<file path="src/rtl/bti_arb2_if.sv">
// BTI request and response channels: valid/ready handshake carrying a packed packet.
// The master drives vld/pkt and the slave drives rdy.
interface bti_req_if_t;
  typedef struct packed {
    logic [31:0] addr;
    logic [31:0] wdata;
    logic [3:0]  strb;
    logic        we;
    logic [3:0]  tid;
  } pkt_t;

  logic vld;
  logic rdy;
  pkt_t pkt;

  modport mst (output vld, output pkt, input rdy);
  modport slv (input vld, input pkt, output rdy);
endinterface

interface bti_rsp_if_t;
  typedef struct packed {
    logic [31:0] rdata;
    logic        err;
    logic [3:0]  tid;
  } pkt_t;

  logic vld;
  logic rdy;
  pkt_t pkt;

  modport mst (output vld, output pkt, input rdy);
  modport slv (input vld, input pkt, output rdy);
endinterface

</file>
<file path="src/rtl/bti_arb2.sv">
// Two-requester BTI arbiter. Grants one requester at a time to a shared slave.
// The grant order is kept in a small source-id FIFO, so that in-order responses
// can be steered back to the requester that issued them.
module bti_arb2 #(
  parameter int OSTD_DEPTH = 2,
  parameter int FIXED_PRI  = 0
) (
  input  logic         clk,
  input  logic         rst,
  bti_req_if_t.slv     s0_req_slv,
  bti_rsp_if_t.mst     s0_rsp_mst,
  bti_req_if_t.slv     s1_req_slv,
  bti_rsp_if_t.mst     s1_rsp_mst,
  bti_req_if_t.mst     m_req_mst,
  bti_rsp_if_t.slv     m_rsp_slv,
  output logic         err_unexp_rsp
);
  localparam int CW = $clog2(OSTD_DEPTH) + 1;
  localparam int AW = (OSTD_DEPTH > 1) ? $clog2(OSTD_DEPTH) : 1;

  logic                  rr_ptr;
  logic                  lock_vld, lock_sel;
  logic [OSTD_DEPTH-1:0] fifo_q;
  logic [AW-1:0]         wr_ptr, rd_ptr;
  logic [CW-1:0]         count;

  logic sel, hsel, full, empty, m_hs, rsp_hs, pop;

  // Pointer advance wraps explicitly so that non-trivial depths and depth 1 both work.
  function automatic logic [AW-1:0] ptr_inc(input logic [AW-1:0] p);
    return (p == AW'(OSTD_DEPTH - 1)) ? '0 : p + 1'b1;
  endfunction

  assign full  = (count == CW'(OSTD_DEPTH));
  assign empty = (count == '0);
  assign hsel  = fifo_q[rd_ptr];

  // Grant select: a stalled grant stays locked, so that the downstream pkt is stable.
  always_comb begin
    sel = 1'b0;
    if (lock_vld)                          sel = lock_sel;
    else if (s0_req_slv.vld && !s1_req_slv.vld) sel = 1'b0;
    else if (s1_req_slv.vld && !s0_req_slv.vld) sel = 1'b1;
    else if (FIXED_PRI != 0)               sel = 1'b0;
    else                                   sel = rr_ptr;
  end

  // Request path: pure function of request-side state, so there is no path from responses.
  assign m_req_mst.vld  = !rst && (s0_req_slv.vld || s1_req_slv.vld) && !full;
  assign m_req_mst.pkt  = sel ? s1_req_slv.pkt : s0_req_slv.pkt;
  assign s0_req_slv.rdy = !rst && m_req_mst.rdy && !full && !sel;
  assign s1_req_slv.rdy = !rst && m_req_mst.rdy && !full &&  sel;
  assign m_hs           = m_req_mst.vld && m_req_mst.rdy;

  // Response path: steer to the FIFO head. A response with an empty FIFO is sunk.
  assign s0_rsp_mst.vld = !rst && !empty && !hsel && m_rsp_slv.vld;
  assign s1_rsp_mst.vld = !rst && !empty &&  hsel && m_rsp_slv.vld;
  assign s0_rsp_mst.pkt = m_rsp_slv.pkt;
  assign s1_rsp_mst.pkt = m_rsp_slv.pkt;
  assign m_rsp_slv.rdy  = !rst && (empty || (hsel ? s1_rsp_mst.rdy : s0_rsp_mst.rdy));
  assign rsp_hs         = m_rsp_slv.vld && m_rsp_slv.rdy;
  assign pop            = rsp_hs && !empty;

  // Arbitration state: round-robin pointer and the stall lock.
  always_ff @(posedge clk) begin
    if (rst) begin
      rr_ptr   <= 1'b0;
      lock_vld <= 1'b0;
      lock_sel <= 1'b0;
    end else begin
      if (m_hs && FIXED_PRI == 0) rr_ptr <= ~sel;
      if (m_req_mst.vld && !m_req_mst.rdy) begin
        lock_vld <= 1'b1;
        lock_sel <= sel;
      end else if (m_hs) begin
        lock_vld <= 1'b0;
      end
    end
  end

  // Outstanding-source FIFO: push on a request handshake, pop on a response handshake.
  always_ff @(posedge clk) begin
    if (rst) begin
      fifo_q <= '0;
      wr_ptr <= '0;
      rd_ptr <= '0;
      count  <= '0;
    end else begin
      if (m_hs) begin
        fifo_q[wr_ptr] <= sel;
        wr_ptr         <= ptr_inc(wr_ptr);
      end
      if (pop) rd_ptr <= ptr_inc(rd_ptr);
      if (m_hs && !pop)      count <= count + 1'b1;
      else if (!m_hs && pop) count <= count - 1'b1;
    end
  end

  // A response with nothing outstanding sets a sticky error that only reset clears.
  always_ff @(posedge clk) begin
    if (rst)                          err_unexp_rsp <= 1'b0;
    else if (m_rsp_slv.vld && empty)  err_unexp_rsp <= 1'b1;
  end
endmodule

</file>
<file path="src/flat_wrapper.sv">
// flat-port wrapper written by rule: the top's interface ports become plain ports
module bti_arb2_flat 
#(
  parameter int OSTD_DEPTH = 2,
  parameter int FIXED_PRI  = 0
)
  (clk, rst, err_unexp_rsp, s0_req_slv_vld, s0_req_slv_pkt, s0_req_slv_rdy, s0_rsp_mst_vld, s0_rsp_mst_pkt, s0_rsp_mst_rdy, s1_req_slv_vld, s1_req_slv_pkt, s1_req_slv_rdy, s1_rsp_mst_vld, s1_rsp_mst_pkt, s1_rsp_mst_rdy, m_req_mst_vld, m_req_mst_pkt, m_req_mst_rdy, m_rsp_slv_vld, m_rsp_slv_pkt, m_rsp_slv_rdy);
  bti_req_if_t s0_req_slv_i ();
  bti_rsp_if_t s0_rsp_mst_i ();
  bti_req_if_t s1_req_slv_i ();
  bti_rsp_if_t s1_rsp_mst_i ();
  bti_req_if_t m_req_mst_i ();
  bti_rsp_if_t m_rsp_slv_i ();
  input  logic clk;
  input  logic rst;
  output logic err_unexp_rsp;
  input wire logic [$bits(s0_req_slv_i.vld)-1:0] s0_req_slv_vld;
  input wire logic [$bits(s0_req_slv_i.pkt)-1:0] s0_req_slv_pkt;
  output wire logic [$bits(s0_req_slv_i.rdy)-1:0] s0_req_slv_rdy;
  output wire logic [$bits(s0_rsp_mst_i.vld)-1:0] s0_rsp_mst_vld;
  output wire logic [$bits(s0_rsp_mst_i.pkt)-1:0] s0_rsp_mst_pkt;
  input wire logic [$bits(s0_rsp_mst_i.rdy)-1:0] s0_rsp_mst_rdy;
  input wire logic [$bits(s1_req_slv_i.vld)-1:0] s1_req_slv_vld;
  input wire logic [$bits(s1_req_slv_i.pkt)-1:0] s1_req_slv_pkt;
  output wire logic [$bits(s1_req_slv_i.rdy)-1:0] s1_req_slv_rdy;
  output wire logic [$bits(s1_rsp_mst_i.vld)-1:0] s1_rsp_mst_vld;
  output wire logic [$bits(s1_rsp_mst_i.pkt)-1:0] s1_rsp_mst_pkt;
  input wire logic [$bits(s1_rsp_mst_i.rdy)-1:0] s1_rsp_mst_rdy;
  output wire logic [$bits(m_req_mst_i.vld)-1:0] m_req_mst_vld;
  output wire logic [$bits(m_req_mst_i.pkt)-1:0] m_req_mst_pkt;
  input wire logic [$bits(m_req_mst_i.rdy)-1:0] m_req_mst_rdy;
  input wire logic [$bits(m_rsp_slv_i.vld)-1:0] m_rsp_slv_vld;
  input wire logic [$bits(m_rsp_slv_i.pkt)-1:0] m_rsp_slv_pkt;
  output wire logic [$bits(m_rsp_slv_i.rdy)-1:0] m_rsp_slv_rdy;
  assign s0_req_slv_i.vld = s0_req_slv_vld;
  assign s0_req_slv_i.pkt = s0_req_slv_pkt;
  assign s0_req_slv_rdy = s0_req_slv_i.rdy;
  assign s0_rsp_mst_vld = s0_rsp_mst_i.vld;
  assign s0_rsp_mst_pkt = s0_rsp_mst_i.pkt;
  assign s0_rsp_mst_i.rdy = s0_rsp_mst_rdy;
  assign s1_req_slv_i.vld = s1_req_slv_vld;
  assign s1_req_slv_i.pkt = s1_req_slv_pkt;
  assign s1_req_slv_rdy = s1_req_slv_i.rdy;
  assign s1_rsp_mst_vld = s1_rsp_mst_i.vld;
  assign s1_rsp_mst_pkt = s1_rsp_mst_i.pkt;
  assign s1_rsp_mst_i.rdy = s1_rsp_mst_rdy;
  assign m_req_mst_vld = m_req_mst_i.vld;
  assign m_req_mst_pkt = m_req_mst_i.pkt;
  assign m_req_mst_i.rdy = m_req_mst_rdy;
  assign m_rsp_slv_i.vld = m_rsp_slv_vld;
  assign m_rsp_slv_i.pkt = m_rsp_slv_pkt;
  assign m_rsp_slv_rdy = m_rsp_slv_i.rdy;
  bti_arb2 #(.OSTD_DEPTH(OSTD_DEPTH), .FIXED_PRI(FIXED_PRI)) u_core (.clk(clk), .rst(rst), .s0_req_slv(s0_req_slv_i), .s0_rsp_mst(s0_rsp_mst_i), .s1_req_slv(s1_req_slv_i), .s1_rsp_mst(s1_rsp_mst_i), .m_req_mst(m_req_mst_i), .m_rsp_slv(m_rsp_slv_i), .err_unexp_rsp(err_unexp_rsp));
endmodule
</file>
<file path="config.mk">
export PLATFORM = sky130hd
export DESIGN_NAME = bti_arb2_flat
export DESIGN_NICKNAME = d
export VERILOG_FILES = /design/src/rtl/bti_arb2_if.sv /design/src/rtl/bti_arb2.sv /design/src/flat_wrapper.sv
export SDC_FILE = /design/constraint.sdc
export NUM_CORES = 1
export LEC_CHECK = 0
export CORE_AREA = 4 4 132 134
export DETAILED_ROUTE_END_ITERATION = 16
export DIE_AREA = 0 0 136 138
export SYNTH_ARGS = -nofsm -noshare
export SYNTH_HDL_FRONTEND = slang
export SYNTH_SLANG_ARGS = --single-unit
</file>
<file path="constraint.sdc">
create_clock -name clk -period 2.8 [get_ports clk]
set_clock_uncertainty 0.1 [all_clocks]
set_input_delay 0.56 -clock clk [delete_from_list [all_inputs] [get_ports clk]]
set_output_delay 0.56 -clock clk [all_outputs]
set_load 0.01 [all_outputs]
</file>
==> results by group, run 1 <==
Clock network
  • Total clock buffers created by CTS: 3
  • Clock tree from TritonCTS: yes
  • CTS Root Cell: clkbuf_16
  • Clock transition at the register clock pins on the worst setup and hold paths after CTS: 0.04 ns
  • Buffers from clock root to sink, at most: 2
  • CTS H-tree lvls: 1
  • CTS sink cnt: 10
  • Clock latency of the later-clocked register in the worst-skew pair: 0.23 ns
  • Cts-stage hold buffer count: 0

Critical path
  • Category of the critical setup timing path: in -> out
  • Worst R2R Start: u_core.rd_ptr$_SDFFE_PP0P_
  • Endpoint required time on the critical path: 2.14 ns
  • Longest individual stage delay on the worst path: 0.33 ns
  • Gate family responsible for the most delay along the worst path: buffers and inverters
  • Data arrival at the endpoint of the critical path: 2.07 ns
  • Sort of element at the end of the critical path: output port
  • Critical path buffers and inverters: 6
  • Critical Path Start: s0_req_slv_vld
  • Slowest cell on crit path: mux2_2
  • Critical path peak fanout: 8
  • Cell chain of the critical path: buf_2, inv_2, maj3_2, mux2i_4, buf_12, buf_6, buf_16, mux2_2, clkbuf_2
  • Element type at the critical path start: primary input

Synth
  • Fraction of synthesized cell area taken by the top area cell type: 0.4013
  • Post-Syn Area per Cell: 9.266 sq um
  • Share of the synthesized area in compound gates (AO/OA/AOI/OAI): 0.03312
  • Area leader, netlist: mux2_2
  • Library cells used by synthesis: 26
  • Fraction of synthesis flops using an asynchronous set or reset pin: 0
  • Ys flop type: dfxtp_1
  • Register bit total from synthesis: 10
  • Synthesized instance count: 212
  • Nets in the synthesized netlist: 404
  • Main combinational cell family by area after synthesis: multiplexers
  • Post-synthesis share of cell area spent on and, or, nand and nor gates: 0.07070
  • Fraction of the yosys area taken by sequential cells: 0.1019
  • Fraction of synthesized area in multiplexers: 0.4459
  • Parity-gate share of the synthesized area counting xor and xnor cells: 0.01338
  • Post-synthesis cell area: 1964 sq um
  • Total number of yosys warnings: 0
  • EDFF count, synth: 0
  • Share of synthesized cell area in full adder, half adder and majority cells: 0.01210
  • Leading cell types by total area after synthesis: mux2_2, buf_4, dfxtp_1

Floorplan
  • Area inside the core boundary: 16,290 sq um
  • Number of placement rows: 47
  • Die ar.: 18,770 sq um
  • Width of the die: 136 um
  • Total I/O pin count: 345
  • Die H: 138 um
  • Starting density of the core: 0.1206

STA
  • Final hold viol count: 0
  • # setup viols final: 0
  • Final setup TNS: 0 ns
  • Setup repair after global routing missed its margin: true
  • Worst hold-check slack: 0.3745 ns
  • Final critical-path share of the clock period: 0.9735
  • Min Clock Period, post-route: 2.726 ns
  • Max Transition Viols Final: 0
  • Relative max-transition margin: 0.7452
  • F_max: 366.9 MHz
  • Worst Max-Slew Pin Slew: 0.3815 ns

Detailed routing
  • Post-route ant nets: 0
  • WL final: 9500 um
  • Number of vias per cell after detailed routing: 3.541
  • Number of vias after detailed routing: 2,139
  • First-iteration detailed-routing DRC count: 75
  • Post-DR wirelength/cell: 15.73 um
  • Count of unresolved DRC violations after routing: 0
  • First-pass iteration count of the detailed router: 4

Final layout
  • Leading cell type in the layout, fill and taps excluded: clkdlybuf4s50_1
  • Most used cells in the layout excluding fill and tap cells: clkdlybuf4s50_1, mux2_2, clkbuf_2, buf_2, buf_6
  • Final std cell area, no fill: 4119 sq um
  • Fraction of final layout cells with drive strength greater than 1: 0.4531
  • Synth-to-Final Area Change: 109.7%
  • Fraction of the core area covered by cells at the end of the flow: 0.2529
  • Layout Nets: 578
  • Number of antenna repair diodes: 0

Flow run
  • Count of maximum capacitance violations: 0

Pwr
  • Leakage: 1.732 nW
  • Power density over cell area: 333.3 nW/um^2
  • Worst vdd ir: 0.1448 mV

Place
  • Weighted congestion at the end of routability-driven global placement: 0.8261
  • Dpl cell area: 4008 sq um
  • DP Wirelength: 7368 um
  • IO Port Bufs: 233

Status
  • Status: completed

Global route
  • Via count of the first global-routing pass: 2,481
  • GRT Util Overall: 0.09078
  • Initial antenna violation count: 0
  • First-pass GRT wire length: 13,400 um
  • Maximum number of pins on one net before global-route repair: 21
  • GRT overflow: 0

Hold path
  • Hold Startpoint: u_core.err_unexp_rsp$_SDFFE_PP0P_
  • HP Class: reg -> reg
-- synth_stat cells (2+ instances only) --
cell,number
a21oi_1,5
a311oi_1,2
buf_4,80
buf_6,2
dfxtp_1,10
inv_1,2
mux2_1,4
mux2_2,70
mux2i_1,2
nor2_1,10
nor2b_1,5
nor3_1,2
o21ai_0,3
or2_2,2
xor2_1,2
-- worst register-to-register path, stage by stage, from the launching register on --
cell     delay, ns
dfxtp_1       0.36
mux2i_1       0.35
mux2i_1       0.16
or2_2         0.31
ha_1          0.34
or3_1         0.35
a21oi_1       0.14
-- per-layer routing --
metal  wire [um]  GRT usage  vias to the layer above
met5           0          0                        -
met4         212    0.02653                        0
met3         775    0.02144                       23
met2        5104     0.1729                      146
met1        3408    0.09772                      966
li1            -          -                     1004
-- per-stage QoR --
| step | power [mW] | setup WS (ns) | instances |
|---|---|---|---|
| 2_1_floorplan | 0.6474 | 0.3714 | 212 |
| 3_3_place_gp | 1.058 | -0.6767 | 587 |
| 3_5_place_dp | 1.066 | -0.6786 | 587 |
| 4_1_cts | 1.431 | -0.05487 | 601 |
| 5_1_grt | 1.454 | -0.01486 | 604 |
| 6_report | 1.373 | 0.07409 | 604 |
-- registers in the layout, summed over array words and instances (netlist names) --
| signal | cells |
|---|---|
| u_core.lock_vld | 1 |
| u_core.wr_ptr | 1 |
| u_core.fifo_q | 2 |
| u_core.rd_ptr | 1 |
| u_core.count | 2 |
| u_core.rr_ptr | 1 |
| u_core.lock_sel | 1 |
| u_core.err_unexp_rsp | 1 |
-- kinds of logic (layout without fill, tap and decap cells) --
logic type / count (synthesis) / in the layout
compound gates: 11 / 11
xor+xnor: 3 / 3
fa+ha+maj: 2 / 2
buf+inv: 85 / 257
flops: 10 / 10
mux: 77 / 77
simple gates: 24 / 24
-- power by group --
group | switching (mW) | total (mW) | internal (mW) | leakage (nW)
sequential | 0.0129 | 0.170 | 0.157 | 0.0822
clock | 0.0615 | 0.246 | 0.185 | 0.0370
combinational | 0.348 | 0.957 | 0.609 | 1.61
-- layout make-up --
cell class	instances	area (sq um)
clock buffers	3	75.07
inverters	2	7.507
well taps	220	275.3
multi-input cells	117	1182
fillers	1754	12170
flip-flops and latches	10	200.2
repair buffers	252	2379
-- worst paths after layout --
check / depth (start not counted) / end / slack (ns)
min: 2 / u_core.err_unexp_rsp$_SDFFE_PP0P_ / 0.37
max reg2reg: 6 / u_core.count[1]$_SDFFE_PP0P_ / 0.63
max: 9 / m_req_mst_pkt[66] / 0.07
min reg2reg: 2 / u_core.err_unexp_rsp$_SDFFE_PP0P_ / 0.37
-- timing repair --
action / CTS / global route
pin swaps: 1 / 0
cloned: 5 / 2
endpoints found under the setup margin: 75 / 69
resized for setup: 245 / 60
buffers inserted: 6 / 3
Note: power is estimated with default switching activity, not from simulation.
==> run 2: changes to the inputs <==
--- a/config.mk
+++ b/config.mk
@@ -5,7 +5,9 @@
 export SDC_FILE = /design/constraint.sdc
 export NUM_CORES = 1
 export LEC_CHECK = 0
+export CAP_MARGIN = 40
 export CORE_AREA = 4 4 132 134
+export CTS_BUF_LIST = sky130_fd_sc_hd__clkbuf_16
 export DETAILED_ROUTE_END_ITERATION = 16
 export DIE_AREA = 0 0 136 138
 export SYNTH_ARGS = -nofsm -noshare
==> results of run 2 <==
The final DEF is identical to that of run 1; final timing and power are the same.
